### src/rtl/dataflow_carry_if.sv
// Handshake bundle for the loop-carried value selector: init, next and cond inputs plus the output stream.
// master drives the input tokens and out_ready; slave is the carry block.
interface dataflow_carry_if #(parameter int WIDTH = 32);
    logic             init_valid;
    logic             init_ready;
    logic [WIDTH-1:0] init_data;
    logic             next_valid;
    logic             next_ready;
    logic [WIDTH-1:0] next_data;
    logic             cond_valid;
    logic             cond_ready;
    logic             cond_data;
    logic             out_valid;
    logic             out_ready;
    logic [WIDTH-1:0] out_data;

    modport master (
        output init_valid, init_data, next_valid, next_data, cond_valid, cond_data, out_ready,
        input  init_ready, next_ready, cond_ready, out_valid, out_data
    );

    modport slave (
        input  init_valid, init_data, next_valid, next_data, cond_valid, cond_data, out_ready,
        output init_ready, next_ready, cond_ready, out_valid, out_data
    );
endinterface

### src/rtl/dataflow_carry.sv
// Loop-carried value selector: emits init, then one next token per cond=1, re-arms on cond=0.
// Latency 1 cycle through a single output register; full throughput with drain-and-load.
// Backpressure: init and cond=1 loads stall while the output is held; a cond=0 exit always drains.
module dataflow_carry #(
    parameter int WIDTH = 32
) (
    input  logic            clk,
    input  logic            rst_n,
    dataflow_carry_if.slave bus
);

    typedef enum logic {
        S_INIT = 1'b0,
        S_LOOP = 1'b1
    } state_t;

    state_t           state_q;
    state_t           state_d;
    logic             out_valid_q;
    logic [WIDTH-1:0] out_data_q;
    logic [WIDTH-1:0] load_data;
    logic             load;
    logic             slot_free;

    assign bus.out_valid = out_valid_q;
    assign bus.out_data  = out_data_q;

    // Readies are gated by rst_n so nothing is accepted while reset is held.
    always_comb begin
        slot_free      = !out_valid_q || bus.out_ready;
        bus.init_ready = 1'b0;
        bus.next_ready = 1'b0;
        bus.cond_ready = 1'b0;
        state_d        = state_q;
        load           = 1'b0;
        load_data      = out_data_q;
        case (state_q)
            S_INIT: begin
                bus.init_ready = rst_n && slot_free;
                if (bus.init_valid && bus.init_ready) begin
                    load      = 1'b1;
                    load_data = bus.init_data;
                    state_d   = S_LOOP;
                end
            end
            S_LOOP: begin
                if (bus.cond_data) begin
                    // cond and next are consumed as a pair, never one alone.
                    bus.cond_ready = rst_n && bus.cond_valid && bus.next_valid && slot_free;
                    bus.next_ready = bus.cond_ready;
                    if (bus.cond_valid && bus.cond_ready) begin
                        load      = 1'b1;
                        load_data = bus.next_data;
                    end
                end else begin
                    bus.cond_ready = rst_n;
                    if (bus.cond_valid && bus.cond_ready) begin
                        state_d = S_INIT;
                    end
                end
            end
            default: state_d = S_INIT;
        endcase
    end

    always_ff @(posedge clk or negedge rst_n) begin
        if (!rst_n) begin
            state_q     <= S_INIT;
            out_valid_q <= 1'b0;
            out_data_q  <= '0;
        end else begin
            state_q <= state_d;
            if (load) begin
                out_valid_q <= 1'b1;
                out_data_q  <= load_data;
            end else if (bus.out_ready) begin
                out_valid_q <= 1'b0;
            end
        end
    end

endmodule

### src/flat_wrapper.sv
// flat-port wrapper written by rule: the top's interface ports become plain ports
module dataflow_carry_flat 
#(
    parameter int WIDTH = 32
)
  (clk, rst_n, bus_init_valid, bus_init_data, bus_next_valid, bus_next_data, bus_cond_valid, bus_cond_data, bus_out_ready, bus_init_ready, bus_next_ready, bus_cond_ready, bus_out_valid, bus_out_data);
  dataflow_carry_if #(.WIDTH(WIDTH)) bus_i ();
  input  logic clk;
  input  logic rst_n;
  input wire logic [$bits(bus_i.init_valid)-1:0] bus_init_valid;
  input wire logic [$bits(bus_i.init_data)-1:0] bus_init_data;
  input wire logic [$bits(bus_i.next_valid)-1:0] bus_next_valid;
  input wire logic [$bits(bus_i.next_data)-1:0] bus_next_data;
  input wire logic [$bits(bus_i.cond_valid)-1:0] bus_cond_valid;
  input wire logic [$bits(bus_i.cond_data)-1:0] bus_cond_data;
  input wire logic [$bits(bus_i.out_ready)-1:0] bus_out_ready;
  output wire logic [$bits(bus_i.init_ready)-1:0] bus_init_ready;
  output wire logic [$bits(bus_i.next_ready)-1:0] bus_next_ready;
  output wire logic [$bits(bus_i.cond_ready)-1:0] bus_cond_ready;
  output wire logic [$bits(bus_i.out_valid)-1:0] bus_out_valid;
  output wire logic [$bits(bus_i.out_data)-1:0] bus_out_data;
  assign bus_i.init_valid = bus_init_valid;
  assign bus_i.init_data = bus_init_data;
  assign bus_i.next_valid = bus_next_valid;
  assign bus_i.next_data = bus_next_data;
  assign bus_i.cond_valid = bus_cond_valid;
  assign bus_i.cond_data = bus_cond_data;
  assign bus_i.out_ready = bus_out_ready;
  assign bus_init_ready = bus_i.init_ready;
  assign bus_next_ready = bus_i.next_ready;
  assign bus_cond_ready = bus_i.cond_ready;
  assign bus_out_valid = bus_i.out_valid;
  assign bus_out_data = bus_i.out_data;
  dataflow_carry #(.WIDTH(WIDTH)) u_core (.clk(clk), .rst_n(rst_n), .bus(bus_i));
endmodule
### config.mk
export PLATFORM = sky130hd
export DESIGN_NAME = dataflow_carry_flat
export DESIGN_NICKNAME = d
export VERILOG_FILES = /design/src/rtl/dataflow_carry_if.sv /design/src/rtl/dataflow_carry.sv /design/src/flat_wrapper.sv
export SDC_FILE = /design/constraint.sdc
export NUM_CORES = 1
export LEC_CHECK = 0
export CAP_MARGIN = 30
export CORE_ASPECT_RATIO = 0.6
export CORE_MARGIN = 10
export CORE_UTILIZATION = 35
export CTS_CLUSTER_DIAMETER = 150
export CTS_CLUSTER_SIZE = 25
export DETAILED_ROUTE_END_ITERATION = 8
export PLACE_DENSITY = 0.75
export SYNTH_ARGS = -nofsm -noshare
export SYNTH_HDL_FRONTEND = slang
export SYNTH_SLANG_ARGS = --single-unit
### constraint.sdc
create_clock -name clk -period 1.6 [get_ports clk]
set_input_delay 0.32 -clock clk [delete_from_list [all_inputs] [get_ports clk]]
set_output_delay 0.32 -clock clk [all_outputs]
set_load 0.005 [all_outputs]
### Word-level counts from Yosys, hierarchy flattened

Cells that the tools add are included.

* flip-flop bits (word level): 34
* output and inout bits: 36

* eq/ne operators: 3
* multiplexer cells: 18
* bitwise logic cells: 1
* reductions and logical operators: 10

Operator list (number)
* $mux 32: 3
* $pmux 32 s2: 1
* $mux 1: 12
* $logic_and 1x1->1: 6
* $ne 2x2->1 const B: 2
* $pmux 1 s2: 2
* $reduce_and 4->1: 1
* $ne 2x1->1 const B: 1
* $reduce_bool 2->1: 1
* $logic_not 1->1: 1
* $logic_or 1x1->1: 1
* $not 1->1: 1

### Logic depth before layout (Yosys ltp)

Gate-level depths: netlist of the first run.

* depth in word-level cells: 8
* gate-level depth with buffers: 5

### Least setup slack after synthesis of the first run

No wires, ideal clock.

* path kind: register to register
* from: reg u_core.state_q
* to: reg u_core.out_data_q[0] (netlist: u_core.bus.out_data[0])
* library setup time: 125 ps
* data arrival time: 1332 ps
* required time: 1475 ps
* setup slack: 143 ps
* stages on the path, launching flop included: 6
* buffers on the path: 2
* clock period less this slack: 1457 ps
* path through: dfrtp_1 > buf_4 > nand4b_2 > nand2_4 > buf_12 > mux2_4

* cells in the longest elaborated chain, start to end: 3
* elaborated cells between the ends (all ways): 7

Ends and longest elaborated chain
* start, declared: line dataflow_carry.sv:17 `state_t state_q;`
* start signal, assigned: line dataflow_carry.sv:72 `state_q <= state_d;`
* $not 1->1: line dataflow_carry.sv:37 `case (state_q)`
* $pmux 1 s2 / $ne 2x1->1 (equally long branches)
* $reduce_and 4->1 (no line)
* end signal, assigned: line dataflow_carry.sv:75 `out_data_q <= load_data;`
* end, declared: line dataflow_carry.sv:20 `logic [WIDTH-1:0] out_data_q;`

Parallel ways exist; a longest one is shown, timed or not.
A chain may end at the register's enable or synchronous reset.

### Worst setup path after layout of the first run

* from: in bus_cond_data
* to: out bus_cond_ready

* cells in the longest elaborated chain, start to end: 2

Ends and longest elaborated chain
* start, declared: line flat_wrapper.sv:15 `input wire logic [$bits(bus_i.cond_data)-1:0] bus_cond_data;`
* $mux 1: line dataflow_carry.sv:47 `if (bus.cond_data) begin`
* $mux 1: line dataflow_carry.sv:37
* end, declared: line flat_wrapper.sv:19 `output wire logic [$bits(bus_i.cond_ready)-1:0] bus_cond_ready;`

Every way passes these cells.

==> flow_summary_export.csv, run 1 <==
group,metric,value,unit
pwr,peakVddDrop,0.0008744,V
worst_setup_path,crit_chain,"clkdlybuf4s50_1 -> nand4_4 -> o21ai_0 -> buf_2",
cts,cts-htree-levels,2,
worst_setup_path,crit_arrival,1230,ps
run,maxCapViolCount,0,
placement,placedInstanceArea,3049,sq um
outcome,status,"finished clean",
grt,grt-ovfl-total,0,
cts,clk_pin_slew,70,ps
route,ant_nets,0,
floorplan,die_area,8746,sq um
yosys,synth_seq_cells,34,
route,drt_first_pass_iters,4,
timing,fin_crit,1551,ps
yosys,synth_cell_type_count,17,
floorplan,coreArea,5105,sq um
yosys,synthFlopType,"dfrtp_1",
worst_setup_path,r2r_cells,3,
timing,hold_violations,0,
grt,grt_pass1_wl,9.059,mm
placement,io_buffer_count,106,
final_layout,nNetsFinal,309,
cts,clock_latency,290,ps
pwr,p_leak,1.403,nW
timing,finClkSkew,3.108,ps
yosys,yosysSeqAreaShare,45.61,%
floorplan,placementRows,20,
grt,antenna_found_initial,0,
yosys,postSynthAreaPerCell,15.81,sq um
cts,cts_tree,"yes",
worst_setup_path,path_delay_family,"buffers and inverters",
floorplan,fp.dieH,76.55,um
grt,grt_use_total,13.08,%
hold_path,hp-class,"in -> async",
yosys,ys_warn_count,0,
route,drc,0,
yosys,syn_area,1866,sq um
worst_setup_path,crit_slowest_cell,"clkdlybuf4s50_1",
worst_setup_path,r2r_start,"u_core.state_q",
worst_setup_path,cp.required,1280,ps
timing,slew_violations,0,
final_layout,final_common_cell,"clkdlybuf4s50_1",
pwr,cellPowerDensity,1534,nW/um^2
cts,clock_sinks,34,
worst_setup_path,cp-end-kind,"output pin",
timing,finalCritPeriodShare,96.94,%
timing,tightest_slew,278.7,ps
grt,grt_max_degree,20,
placement,place_congestion,0.7762,
floorplan,initial_core_util,36.54,%
worst_setup_path,crit_fanout,3,
final_layout,final_cell_mix,"clkdlybuf4s50_1 (99), dfrtp_1 (34), mux2_2 (32)",
route,drt_iter0_drc,67,
worst_setup_path,reg2reg_to,"u_core.bus.out_data[29]",
timing,max_clock_freq,0.6447,GHz
grt,grt_pass1_vias,1635,
worst_setup_path,crit_type,"in -> out",
cts,numCtsBuffers,5,
worst_setup_path,cp-start-kind,"primary input",
yosys,synth-edff-count,0,
placement,place.detailed.hpwl,4.546,mm
worst_setup_path,path_buf_inv,2,
cts,cts_setup_buffers,0,
yosys,synth_cells,118,
worst_setup_path,worst_path_largest_cell_delay,540,ps
timing,rsz0062_at_grt,"false",
final_layout,areaGrowthSynthToFinish,74.58,%
floorplan,die_w,114.3,um
timing,fin_setup_tns,0,ps
cts,ctsRootBufferMaster,"clkbuf_8",
worst_setup_path,r2r_slack,50,ps
timing,finalSetupViolCount,0,
route,postRouteWirelength,5.667,mm
final_layout,num_antenna_cells,0,
route,vias,1379,
cts,ctsLongestPathBuffers,2,
yosys,synthArstFlopShare,100.0,%
floorplan,io_pins,107,
timing,slew_headroom,81.42,%
route,wl_per_cell,18.58,um
final_layout,final_area,3257,sq um
route,via_per_inst,4.521,
final_layout,drive_gt1_share,39.33,%
yosys,synthesis.nets,189,
worst max-delay path by stage:
stage,from,end,slack (ps),cells after the start
finish,bus_cond_data,bus_cond_ready,50,4
global route,u_core.state_q,u_core.bus.out_data[29],3,3
CTS,u_core.state_q,u_core.bus.out_data[18],30,3
detailed placement,bus_cond_valid,bus_cond_ready,-460,5
global placement,bus_cond_valid,bus_cond_ready,-430,5
floorplan,u_core.state_q,u_core.bus.out_data[0],140,5
registers in the layout (all words and copies together) (netlist names):
signal                flops
u_core.bus.out_valid      1
u_core.bus.out_data      32
u_core.state_q            1
Yosys cell counts (2+ instances only):
| cell type | count | area, sq um |
|---|---|---|
| o21ai_0 | 2 | 10.01 |
| buf_2 | 3 | 15.01 |
| buf_12 | 3 | 60.06 |
| mux2_2 | 32 | 360.4 |
| mux2_4 | 30 | 450.4 |
| nand2_1 | 3 | 11.26 |
| mux2_1 | 2 | 22.52 |
| dfrtp_1 | 34 | 850.8 |
per-stage QoR:
stage          hold WS [ps]  utilization (%)  setup slack [ps]  power (mW)  instances
6_report              140.2            63.80             48.92       4.997        305
5_1_grt               151.1            63.80             3.011       5.289        305
4_1_cts               129.4            63.73             32.06       5.064        305
3_5_place_dp          280.9            59.73            -455.1       4.025        295
3_3_place_gp          278.0            59.73            -429.2       3.990        295
2_1_floorplan         24.41                -             143.2       2.701        118
logic make-up (layout without fill, tap and decap cells):
| family | after synthesis | after routing | share of synthesized area (%) |
|---|---|---|---|
| muxes | 64 | 64 | 44.67 |
| DFF | 34 | 34 | 45.61 |
| and+or+nand+nor | 10 | 10 | 4.561 |
| buffers and inverters | 8 | 129 | 4.628 |
| AOI/OAI and AO/OA | 2 | 2 | 0.5366 |
area by class of cell:
type / count / area [sq um]
fillers: 422 / 1848
repair buffers: 120 / 1220
multi-input cells: 76 / 962.2
flip-flops and latches: 34 / 850.8
well taps: 66 / 82.58
clock buffers: 5 / 68.82
clock inverters: 3 / 68.82
inverters: 1 / 3.754
tightest hold or removal path: cells and delay by family:
kind | cells | cell delay [ps]
buffers and inverters | 3 | 460
report_power, final:
part	switching, mW	internal [mW]
clock	0.326	0.624
sequential	0.255	1.29
combinational	0.723	1.78
repair_timing:
item / CTS / global route
gates resized for setup: 23 / 1
gates cloned: 1 / 0
endpoints found under the setup margin: 35 / 6
pin swaps: 4 / 0
hold buffers: 1 / 0
endpoints found under the hold margin: 11 / 0
metal layers:
layer / up-vias / share of wire (%) / global-route usage, %
met4: 0 / 1.1 / 3.491
met5: - / 0 / 0
li1: 664 / - / -
met1: 665 / 41 / 14.63
met2: 46 / 52 / 23.13
met3: 4 / 6.2 / 4.245
No activity file was read; power rests on OpenSTA's default activity.
==> inputs of run 2 (changes only) <==
CORE_UTILIZATION = 34   (was 35)
PLACE_DENSITY = 0.76   (was 0.75)
clock period = 1.3 ns   (was 1.6 ns; I/O delays follow)
==> run 2 against run 1 <==
Against the previous run: the flow now finishes with violations (negative setup slack); via count up 4.8%; utilization down 0.59 points; clock power is 25% lower; worst hold slack gained 120 ps; power increased by 12%; final area rose by 0.54%; largest cell class unchanged; clock skew increased by 0.51 ps.
==> flow_summary_export.csv, run 2 (same netlist as run 1, synthesis figures left out) <==
group,metric,value,unit
outcome,status,"finished, violations left",
outcome,violations,"negative setup slack",
pwr,p_leak,1.496,nW
pwr,switching_share,28.76,%
grt,grt_pass1_wl,8.970,mm
timing,rsz0062_at_grt,"true",
route,drt_first_pass_iters,3,
floorplan,coreArea,5180,sq um
floorplan,die_area,8947,sq um
grt,grt_use_total,12.65,%
route,drt_iter0_drc,40,
timing,slew_headroom,71.35,%
cts,ctsLongestPathBuffers,2,
timing,fin_crit,1491,ps
grt,grt_max_degree,35,
worst_setup_path,crit_type,"reg -> reg",
floorplan,initial_core_util,36.01,%
timing,hold_violations,0,
run,maxCapViolCount,0,
cts,cts-htree-levels,2,
pwr,peakVddDrop,0.0008408,V
pwr,sequentialPowerShare,34.0,%
route,ant_nets,0,
cts,numCtsBuffers,5,
worst_setup_path,reg2reg_to,"u_core.bus.out_data[10]",
timing,tightest_slew,429.7,ps
route,wl_per_cell,19.00,um
timing,hold_ws,260.9,ps
cts,hold_buffers,0,
pwr,power_frac_comb,53.3,%
timing,finalSetupViolCount,35,
placement,pre_cts_slack,-638.0,ps
grt,grt-ovfl-total,0,
final_layout,largest_reg_flops,32,
timing,finClkSkew,3.620,ps
timing,setup_ws,-190.5,ps
worst_setup_path,cp-end-kind,"flop",
hold_path,hp-class,"in -> async",
grt,grt.busiest_layer,"met2",
cts,clock_latency,270,ps
grt,use_met3,6.682,%
final_layout,final_cell_mix,"clkdlybuf4s50_1 (65), dlygate4sd2_1 (36), dfrtp_1 (33)",
final_layout,final_area,3274,sq um
worst_setup_path,r2r_start,"u_core.state_q",
worst_setup_path,worst_path_largest_cell_delay,420,ps
route,via_per_inst,4.646,
grt,grtUsageMet2,19.98,%
worst_setup_path,crit_arrival,1650,ps
worst_setup_path,r2r_slack,-190,ps
pwr,p_total,5.589,mW
timing,finalCritPeriodShare,114.7,%
worst_setup_path,cp-start-kind,"flop",
placement,io_buffer_count,106,
worst_setup_path,crit_chain,"buf_4 -> nand4_4 -> buf_6 -> nand2_8 -> buf_12 -> mux2_4",
placement,placedInstanceArea,3058,sq um
final_layout,areaGrowthSynthToFinish,75.52,%
timing,slew_violations,0,
route,drc,0,
route,vias,1445,
worst_setup_path,r2r_cells,6,
floorplan,placementRows,20,
cts,clock_sinks,34,
worst_setup_path,crit_fanout,7,
final_layout,final_common_cell,"clkdlybuf4s50_1",
grt,grt_pass1_vias,1599,
final_layout,num_antenna_cells,0,
cts,cts_tree,"yes",
pwr,cellPowerDensity,1707,nW/um^2
worst_setup_path,crit_slowest_cell,"dfrtp_2",
grt,antenna_found_initial,0,
pwr,p_sw,1.608,mW
pwr,p_clk_share,12.7,%
route,postRouteWirelength,5.909,mm
cts,clk_pin_slew,60,ps
floorplan,die_w,115.6,um
timing,max_clock_freq,0.6709,GHz
floorplan,fp.dieH,77.38,um
placement,place.detailed.hpwl,4.363,mm
final_layout,drive_gt1_share,41.22,%
grt,grtUsageMet1,14.61,%
placement,place_congestion,0.6729,
pwr,p_int,3.981,mW
floorplan,io_pins,107,
worst_setup_path,cp.required,1460,ps
cts,ctsRootBufferMaster,"clkbuf_8",
final_layout,nNetsFinal,316,
==> run 2: changes by cell type in the layout (fill, tap and decap cells not counted), sizes merged, moves of 2 or more <==
| cell | change |
|---|---|
| bufinv | -2 |
| clkbuf | +4 |
| buf | +7 |
| clkdlybuf4s50 | -34 |
| dlygate4sd2 | +33 |
==> run 2: critical path, delay by kind of cell, from the launching register on <==
family | cells | cell delay (ps)
buf+inv | 3 | 430
mux | 1 | 300
flops | 1 | 420
simple gates | 2 | 200
==> run 2: power groups by stage <==
stage	Combinational [mW]	Clock, mW	Sequential, mW
5_1_grt	3.19	0.800	1.98
3_3_place_gp	3.03	0	1.91
6_report	2.98	0.711	1.90
2_1_floorplan	1.43	0	1.92
4_1_cts	2.79	0.742	1.91
3_5_place_dp	3.05	0	1.92
==> run 2: layout make-up <==
class	count	area [sq um]
Timing Repair Buffer	127	1290
Sequential cell	34	852.1
Multi-Input combinational cell	76	969.7
Tap cell	66	82.58
Inverter	1	3.754
Clock buffer	7	76.32
Fill cell	414	1906
==> run 2: metal layers <==
layer  routed length, um  vias up
met5                   0        -
li1                    -      682
met1                2470      698
met3                 640        7
met4                  63        0
met2                2735       58
==> run 2: worst max-delay path by stage <==
| stage | cells past startpoint | end | slack [ps] | start |
|---|---|---|---|---|
| floorplan | 5 | u_core.bus.out_data[0] | -80 | u_core.state_q |
| global placement | 5 | bus_cond_ready | -630 | bus_cond_valid |
| detailed placement | 7 | u_core.bus.out_data[28] | -640 | bus_cond_valid |
| CTS | 6 | u_core.bus.out_data[28] | -190 | u_core.bus.out_valid |
| global route | 6 | u_core.bus.out_data[28] | -260 | u_core.state_q |
| finish | 6 | u_core.bus.out_data[10] | -190 | u_core.state_q |
==> run 2: timing repair <==
item,in CTS,in global routing
hold endpoints to repair,0,0
setup buffers,1,5
pin swaps,4,1
resized for setup,60,6
endpoints found under the setup margin,68,35
cloned,2,2
==> run 2: metrics by stage <==
step                util (%)  cells  TNS [ps]
finish                 63.21    311     -6122
global route           63.21    311     -8437
CTS                    61.33    304     -5953
detailed placement     59.03    294    -21780
global placement       59.03    294    -20990
floorplan                  -    118     -2323
==> inputs of run 3 (changes only) <==
CTS_CLUSTER_DIAMETER = 60   (was 150)
CTS_CLUSTER_SIZE = unset   (was 25)
==> results of run 3 <==
Final layout, timing and power as in run 2 (identical DEF).
